--- src/rtl/param_entry_ctrl.sv ---
// Keyboard entry sequencer for alarm thresholds: decodes select/digit/enter/cancel
// key strobes and holds the committed thresholds for the alarm comparators.
//
// state | meaning
// IDLE  | no entry in progress, timer held at 0
// SEL_H | H seen, waiting for A (smoke alert) or P (smoke danger)
// SEL_G | G seen, waiting for A (gas alert)
// DIG   | collecting decimal digits for the selected target
module param_entry_ctrl #(
   parameter int DW          = 8,
   parameter int MAX_DIGITS  = 2,
   parameter int TIMEOUT_CYC = 100000000,
   parameter int TEMP_DEF    = 30,
   parameter int SMK_A_DEF   = 40,
   parameter int SMK_P_DEF   = 70,
   parameter int GAS_A_DEF   = 50
) (
   input  logic          CLK,
   input  logic          reset,
   input  logic          key_tick,
   input  logic [7:0]    key_code,
   output logic [DW-1:0] temp_thr,
   output logic [DW-1:0] smoke_alert_thr,
   output logic [DW-1:0] smoke_danger_thr,
   output logic [DW-1:0] gas_alert_thr,
   output logic          cfg_update,
   output logic          entry_busy,
   output logic          entry_err
);

   localparam int AW = $clog2(10**MAX_DIGITS);
   localparam int CW = $clog2(MAX_DIGITS + 1);
   localparam int TW = $clog2(TIMEOUT_CYC + 1);

   typedef enum logic [1:0] {IDLE, SEL_H, SEL_G, DIG} state_t;
   typedef enum logic [1:0] {TGT_TEMP, TGT_SMK_A, TGT_SMK_P, TGT_GAS_A} tgt_t;

   state_t        state, state_n;
   tgt_t          tgt, tgt_n;
   logic [AW-1:0] acc, acc_n;
   logic [CW-1:0] cnt, cnt_n;
   logic [TW-1:0] timer, timer_n;
   logic [DW-1:0] temp_n, smk_a_n, smk_p_n, gas_a_n;
   logic          upd_n, err_n, expired;

   logic          is_dig, is_h, is_g, is_a, is_p, is_ent, is_r;
   logic [3:0]    dval;

   always_comb begin
      is_dig = 1'b1;
      dval   = 4'd0;
      case (key_code)
         8'h16:   dval = 4'd1;
         8'h1E:   dval = 4'd2;
         8'h26:   dval = 4'd3;
         8'h25:   dval = 4'd4;
         8'h2E:   dval = 4'd5;
         8'h36:   dval = 4'd6;
         8'h3D:   dval = 4'd7;
         8'h3E:   dval = 4'd8;
         8'h46:   dval = 4'd9;
         8'h45:   dval = 4'd0;
         default: is_dig = 1'b0;
      endcase
      is_h   = (key_code == 8'h33);
      is_a   = (key_code == 8'h1C);
      is_p   = (key_code == 8'h4D);
      is_g   = (key_code == 8'h34);
      is_ent = (key_code == 8'h5A);
      is_r   = (key_code == 8'h2D);
   end

   always_ff @(posedge CLK or negedge reset) begin
      if (!reset) begin
         state            <= IDLE;
         tgt              <= TGT_TEMP;
         acc              <= '0;
         cnt              <= '0;
         timer            <= '0;
         temp_thr         <= DW'(TEMP_DEF);
         smoke_alert_thr  <= DW'(SMK_A_DEF);
         smoke_danger_thr <= DW'(SMK_P_DEF);
         gas_alert_thr    <= DW'(GAS_A_DEF);
         cfg_update       <= 1'b0;
         entry_err        <= 1'b0;
      end else begin
         state            <= state_n;
         tgt              <= tgt_n;
         acc              <= acc_n;
         cnt              <= cnt_n;
         timer            <= timer_n;
         temp_thr         <= temp_n;
         smoke_alert_thr  <= smk_a_n;
         smoke_danger_thr <= smk_p_n;
         gas_alert_thr    <= gas_a_n;
         cfg_update       <= upd_n;
         entry_err        <= err_n;
      end
   end

   always_comb begin
      state_n = state;
      tgt_n   = tgt;
      acc_n   = acc;
      cnt_n   = cnt;
      temp_n  = temp_thr;
      smk_a_n = smoke_alert_thr;
      smk_p_n = smoke_danger_thr;
      gas_a_n = gas_alert_thr;
      upd_n   = 1'b0;
      err_n   = 1'b0;
      // a key arriving in the expiry cycle suppresses the timeout
      expired = (state != IDLE) && !key_tick && (timer == TW'(TIMEOUT_CYC - 1));

      if (expired) begin
         state_n = IDLE;
         err_n   = 1'b1;
      end else if (key_tick) begin
         case (state)
            IDLE: begin
               if (is_dig) begin
                  state_n = DIG;
                  tgt_n   = TGT_TEMP;
                  acc_n   = AW'(dval);
                  cnt_n   = CW'(1);
               end else if (is_h) begin
                  state_n = SEL_H;
               end else if (is_g) begin
                  state_n = SEL_G;
               end
            end
            SEL_H: begin
               if (is_a || is_p) begin
                  state_n = DIG;
                  if (is_a) tgt_n = TGT_SMK_A;
                  else      tgt_n = TGT_SMK_P;
                  acc_n   = '0;
                  cnt_n   = '0;
               end else if (is_r) begin
                  state_n = IDLE;
               end else if (is_dig || is_g || is_h || is_ent) begin
                  state_n = IDLE;
                  err_n   = 1'b1;
               end
            end
            SEL_G: begin
               if (is_a) begin
                  state_n = DIG;
                  tgt_n   = TGT_GAS_A;
                  acc_n   = '0;
                  cnt_n   = '0;
               end else if (is_r) begin
                  state_n = IDLE;
               end else if (is_dig || is_h || is_g || is_p || is_ent) begin
                  state_n = IDLE;
                  err_n   = 1'b1;
               end
            end
            DIG: begin
               if (is_dig) begin
                  if (cnt < CW'(MAX_DIGITS)) begin
                     acc_n = acc * AW'(10) + AW'(dval);
                     cnt_n = cnt + CW'(1);
                  end else begin
                     state_n = IDLE;
                     err_n   = 1'b1;
                  end
               end else if (is_ent) begin
                  state_n = IDLE;
                  if (cnt != '0) begin
                     upd_n = 1'b1;
                     case (tgt)
                        TGT_TEMP:  temp_n  = DW'(acc);
                        TGT_SMK_A: smk_a_n = DW'(acc);
                        TGT_SMK_P: smk_p_n = DW'(acc);
                        default:   gas_a_n = DW'(acc);
                     endcase
                  end else begin
                     err_n = 1'b1;
                  end
               end else if (is_r) begin
                  state_n = IDLE;
               end else if (is_h || is_g || is_a || is_p) begin
                  state_n = IDLE;
                  err_n   = 1'b1;
               end
            end
            default: state_n = IDLE;
         endcase
      end

      if (state_n == IDLE || key_tick) timer_n = '0;
      else                             timer_n = timer + TW'(1);
   end

   assign entry_busy = (state != IDLE);

endmodule

--- config.mk ---
export PLATFORM = sky130hd
export DESIGN_NAME = param_entry_ctrl
export DESIGN_NICKNAME = d
export VERILOG_FILES = /design/src/rtl/param_entry_ctrl.sv
export SDC_FILE = /design/constraint.sdc
export NUM_CORES = 1
export LEC_CHECK = 0
export CORE_ASPECT_RATIO = 0.7
export CORE_MARGIN = 3
export CORE_UTILIZATION = 50
export DETAILED_ROUTE_END_ITERATION = 10
export MAX_ROUTING_LAYER = met4
export PLACE_DENSITY = 0.74
export SKIP_LAST_GASP = 1
export SLEW_MARGIN = 20
export SYNTH_ARGS = -nofsm -noshare
export SYNTH_HDL_FRONTEND = slang
export SYNTH_SLANG_ARGS = --single-unit
export TNS_END_PERCENT = 20
--- constraint.sdc ---
create_clock -name CLK -period 2.8 [get_ports CLK]
set_clock_uncertainty 0.1 [all_clocks]
set_input_delay 0.7 -clock CLK [delete_from_list [all_inputs] [get_ports CLK]]
set_output_delay 0.7 -clock CLK [all_outputs]
set_load 0.005 [all_outputs]
# Word level (Yosys, flattened, before mapping)
# Cells that the tools add are included.
[totals]
register_bits = 70
latch_bits = 0
ramBits = 0
mem_bits_ro = 0
wordCells = 133
memories = 0
[classes]
add_sub_neg = 3
multipliers = 1
div = 0
order_cmp = 1
eq_ne = 27
shifts = 0
mux = 58
n_bitwise = 3
n_reduce_logical = 29
[ops]
columns = ["cell", "n"]
rows = [
  ["== test 8 x 6 -> 1 bit, second input constant", 9],
  ["two-way mux 2 bit", 25],
  ["case mux 4 bit (9 select lines)", 1],
  ["two-way mux 7 bit", 5],
  ["AND reduction 7 bit", 5],
  ["== test 8 x 7 -> 1 bit, second input constant", 4],
  ["case mux 7 bit (4 select lines)", 1],
  ["adder 27 x 1 -> 27 bit, second input constant", 1],
  ["== test 27 bit, second input constant", 1],
  ["two-way mux 27 bit", 1],
  ["== test 8 x 5 -> 1 bit, second input constant", 3],
  ["two-way mux 1 bit", 21],
  ["case mux 2 bit (4 select lines)", 2],
  ["logical OR 1 bit", 12],
  ["inequality test 2 bit, second input constant", 5],
  ["OR reduction 10 bit", 1],
  ["adder 7 x 4 -> 7 bit", 1],
  ["multiplier 7 x 3 -> 6 bit, second input constant", 1],
  ["== test 2 bit, second input constant", 3],
  ["zero test 2 bit", 3],
  ["case mux 2 bit (3 select lines)", 1],
  ["AND reduction 6 bit", 1],
  ["== test 2 x 1 -> 1 bit, second input constant", 2],
  ["nonzero test 2 bit", 2],
  ["8 further kinds", 11],
]

# Logic depth before layout (Yosys ltp)
[logic_depth]
depth_word = 16
depth_mapped = 14

# Worst setup path before layout
# OpenSTA, ideal clock, no wires.
[synth_timing]
kind = "in2reg"
startpoint = "input key_code[4]"
endpoint = "register acc[6]"
arrival_time_ns = 2.834
required_ns = 2.575
slack_ns = -0.259
cell_stages = 13
path_buffers = 2
cell_sequence = "clkbuf_2 > buf_2 > xor2_1 > mux2i_1 > nand2_1 > inv_1 > ha_1 > a21o_1 > a21oi_1 > nor3b_1 > xnor2_1 > nor2_1 > mux2_4"
[synth_between]
elab_chain_cells = 6
elab_cells_between_ends = 25
[synth_lines]
columns = ["item", "line_no", "rtl"]
rows = [
  ["from (decl)", "21", "input logic [7:0] key_code,"],
  ["== test 8 x 7 -> 1 bit (tied with other cells)", "52", "case (key_code)"],
  ["case mux 4 bit (9 select lines)", "52", ""],
  ["adder 7 x 4 -> 7 bit", "162", "acc_n = acc * AW'(10) + AW'(dval);"],
  ["two-way mux 7 bit", "161", "if (cnt < CW'(MAX_DIGITS)) begin"],
  ["two-way mux 7 bit", "160", "if (is_dig) begin"],
  ["case mux 7 bit (4 select lines)", "119", "case (state)"],
  ["to (signal assigned)", "89", "acc <= acc_n;"],
  ["to (decl)", "40", "logic [AW-1:0] acc, acc_n;"],
]
# Parallel ways exist; a longest one is shown, timed or not. The select of a mux whose other input is x is not followed.
# A chain may end at the register's enable or synchronous reset.

# Final worst setup path
[layout_timing]
startpoint = "input key_code[4]"
endpoint = "register acc[1]"
# The elaborated chain is that of the path after synthesis.

==> results.toml <==
[routing]
drt-total-wl_mm = 11.15
dr.first_iter.drc_count = 296
drtPass1Iterations = 6
ant_nets = 0
vias = 3530
via_per_inst = 5.585
routedWlPerCell_um = 17.64
drc = 0

[synth]
synth.most_common_cell = "dfrtp_1"
ys_types = 70
ys_seq_elements = 70
avgSynthCellArea_sq_um = 10.52
ys_seq_area_frac = 0.4294
synth_compound_area_frac = 0.09915
yosys-top-cells-area = "dfrtp_1 (35%), dfstp_2 (7.7%), mux2_2 (7.7%)"
synth_ff_type = "dfrtp_1"
yosysTopAreaCellShare = 0.3528
synthAdderAreaFrac = 0.04927
synth_warnings = 0
synth_edf_count = 0
synth_mux_area_frac = 0.1058
yosys.area_share.simple = 0.1943
synthCells = 391
synth_top_family_by_area = "simple AND/OR/NAND/NOR gates"
synth_xor_area_frac = 0.07026
async_reset_ff_frac = 1.000
yosysTopAreaCell = "dfrtp_1"
ys_top_cells_by_count = "dfrtp_1 (58), nor2_1 (44), mux2_2 (28)"
syn_area_sq_um = 4114

[final_layout]
multi_input_area_sq_um = 2286
n_fill_cell = 539
num_antenna_cells = 0
syn2layout_area_growth_pct = 39.11
fin_util = 0.7209
regArea_sq_um = 1767
layout-drive-gt1-share = 0.3842
instances_no_fill = 632
nNetsFinal = 552

[grt]
grt_pass1_wl_mm = 17.63
antenna_found_initial = 0
gr-total-overflow = 0
grt_max_degree = 30
grt_use_total = 0.2481
first_global_vias = 3470

[worst_setup_path]
cp_data_arrival_time_ps = 2900
rr_worst_depth = 8
cpMostUsedCell = "buf_6"
crit_type = "primary input to register"
reg2reg_from = "acc[0]"
cp-end-kind = "register"
worstSetupStartpointType = "primary input"
cp_max_fo = 8
critPathSlowestCell = "or4b_4"
crit-reg2reg-capture = "acc[6]"
worstPathRequired_ps = 2940
path_cells = "clkbuf_2 -> buf_6 -> or4b_4 -> a211oi_4 -> buf_4 -> or3_4 -> nor2_4 -> o31ai_4 -> buf_12 -> buf_6 -> mux2i_2"
cpPeakStageDelay_ps = 520
rrSetupSlack_ps = 410

[die]
start_util = 0.5182
io_pins = 46
placementRows = 27
dieArea_sq_um = 9369
die_w_um = 114.4
die_y_um = 81.89
core-area_sq_um = 7939

[power_and_ir_drop]
powerDensity_nw_per_um2 = 559.1
leakagePower_nw = 2.590
ir_worst_vdd_uv = 381.8
p_clk_frac = 0.361
p_sw_frac = 0.3169
intPower_mw = 2.186
seqPwrFrac = 0.351
combPwrFrac = 0.289
p_switching_mw = 1.014

[placement]
dp.cells = 587
place.gp.congestion = 0.9061
dp_hpwl_mm = 7.571
port_buffers = 41

[timing]
period_share = 0.9868
setup_viol = 0
period_needed_ps = 2763
tns_ps = 0
worst_pin_slew_ps = 561.2
timing.fmax_ghz = 0.3619
maxSlewViolCount = 0
timing.hold.ws_ps = 253.7
rsz0062_at_grt = "true"
relSlewSlack = 0.6259
hold_viol = 0

[clock_tree]
cts_tree = "built"
ctsHoldBuffers = 0
path_clk_slew_ps = 60
cts_max_level = 3
root_buffer = "clkbuf_16"
cts.sinks = 70
insertion_delay_ps = 340
cts_buffers = 9
clockBufferDepth = 2

[hold_path]
worst_hold_path_type = "primary input to asynchronous set/reset pin"

[flow_run]
maxCapViolations = 0

[outcome]
outcome = "completed"
## cell type report
type	instances	share of cell area
clock buffer	11	0.04241
clock inverter	5	0.01028
inverter	20	0.01312
multi-input combinational	285	0.3994
sequential	70	0.3087
tap	101	0.02208
timing repair buffer	140	0.2040
## timing repair
action / 4_1_cts / 5_1_grt
setup endpoints to repair: 42 / 39
resized for setup: 27 / 29
cloned: 1 / 0
pin swaps: 14 / 16
buffers inserted: 21 / 7
## metal layers
layer	vias to the layer above	GRT usage	share of wire
met5	-	-	0
met3	27	0.05302	0.047
met2	107	0.3664	0.47
li1	1658	-	-
met1	1738	0.3465	0.47
met4	0	0.06999	0.019
## worst max-delay path by stage
stage	start	endpoint	slack [ps]	cells past startpoint
global placement	key_code[4]	acc[4]	-610	8
global route	key_code[0]	acc[5]	-60	13
detailed placement	key_code[3]	acc[5]	-770	13
CTS	key_code[0]	acc[5]	-40	13
floorplan	key_code[1]	acc[5]	-200	13
finish	key_code[4]	acc[1]	40	11
## logic make-up (layout without fill, tap and decap cells)
group,Yosys count,in the layout
adder cells (fa/ha/maj),15,15
other,1,4
buffers and inverters,39,176
AO/OA/AOI/OAI,51,51
XOR/XNOR,33,33
AND/OR/NAND/NOR,145,145
multiplexers,37,37
flip-flops,70,70
## flip-flops by register name (all words and copies together) (netlist names)
name              count
gas_alert_thr         7
cfg_update            1
temp_thr              7
smoke_alert_thr       7
smoke_danger_thr      7
acc                   7
entry_err             1
timer                27
cnt                   2
tgt                   2
state                 2
## cells in the final DEF, fill, tap and decap left out, drive strengths merged, types with 3 or more instances in the layout
cell type	count
o21ai	7
nand3b	4
nand4	5
nand3	16
nand4b	3
clkbuf	18
mux2i	3
nand2b	5
dfrtp	58
nor2	45
inv	21
xor2	21
clkdlybuf4s50	32
buf	100
nor3b	6
conb	4
a31oi	3
ha	13
o22ai	3
nor3	7
o31ai	7
dfstp	12
nor2b	4
nor4	6
and3	5
nand2	23
a21oi	9
xnor2	12
mux2	34
## stage by stage
stage / power, mW / setup WS (ps) / cell area (sq um)
after floorplan: 1.619 / -201.0 / 4150
after global placement: 1.900 / -605.2 / 5074
after detailed placement: 1.915 / -769.1 / 5074
after CTS: 3.147 / -38.89 / 5634
after global routing: 3.348 / -61.08 / 5723
final: 3.200 / 36.98 / 5723
## power groups by stage
stage / registers [mW] / clock network, mW / logic, mW
6_report: 1.12 / 1.15 / 0.924
5_1_grt: 1.13 / 1.22 / 1.00
4_1_cts: 1.12 / 1.16 / 0.870
3_5_place_dp: 1.14 / 0 / 0.779
3_3_place_gp: 1.13 / 0 / 0.768
2_1_floorplan: 1.12 / 0 / 0.495
## critical path, delay by kind of cell
family          cells  cell delay (ps)
simple gates        3              700
buf+inv             5              690
compound gates      2              560
mux                 1              230
No activity file was read; power rests on OpenSTA's default activity.
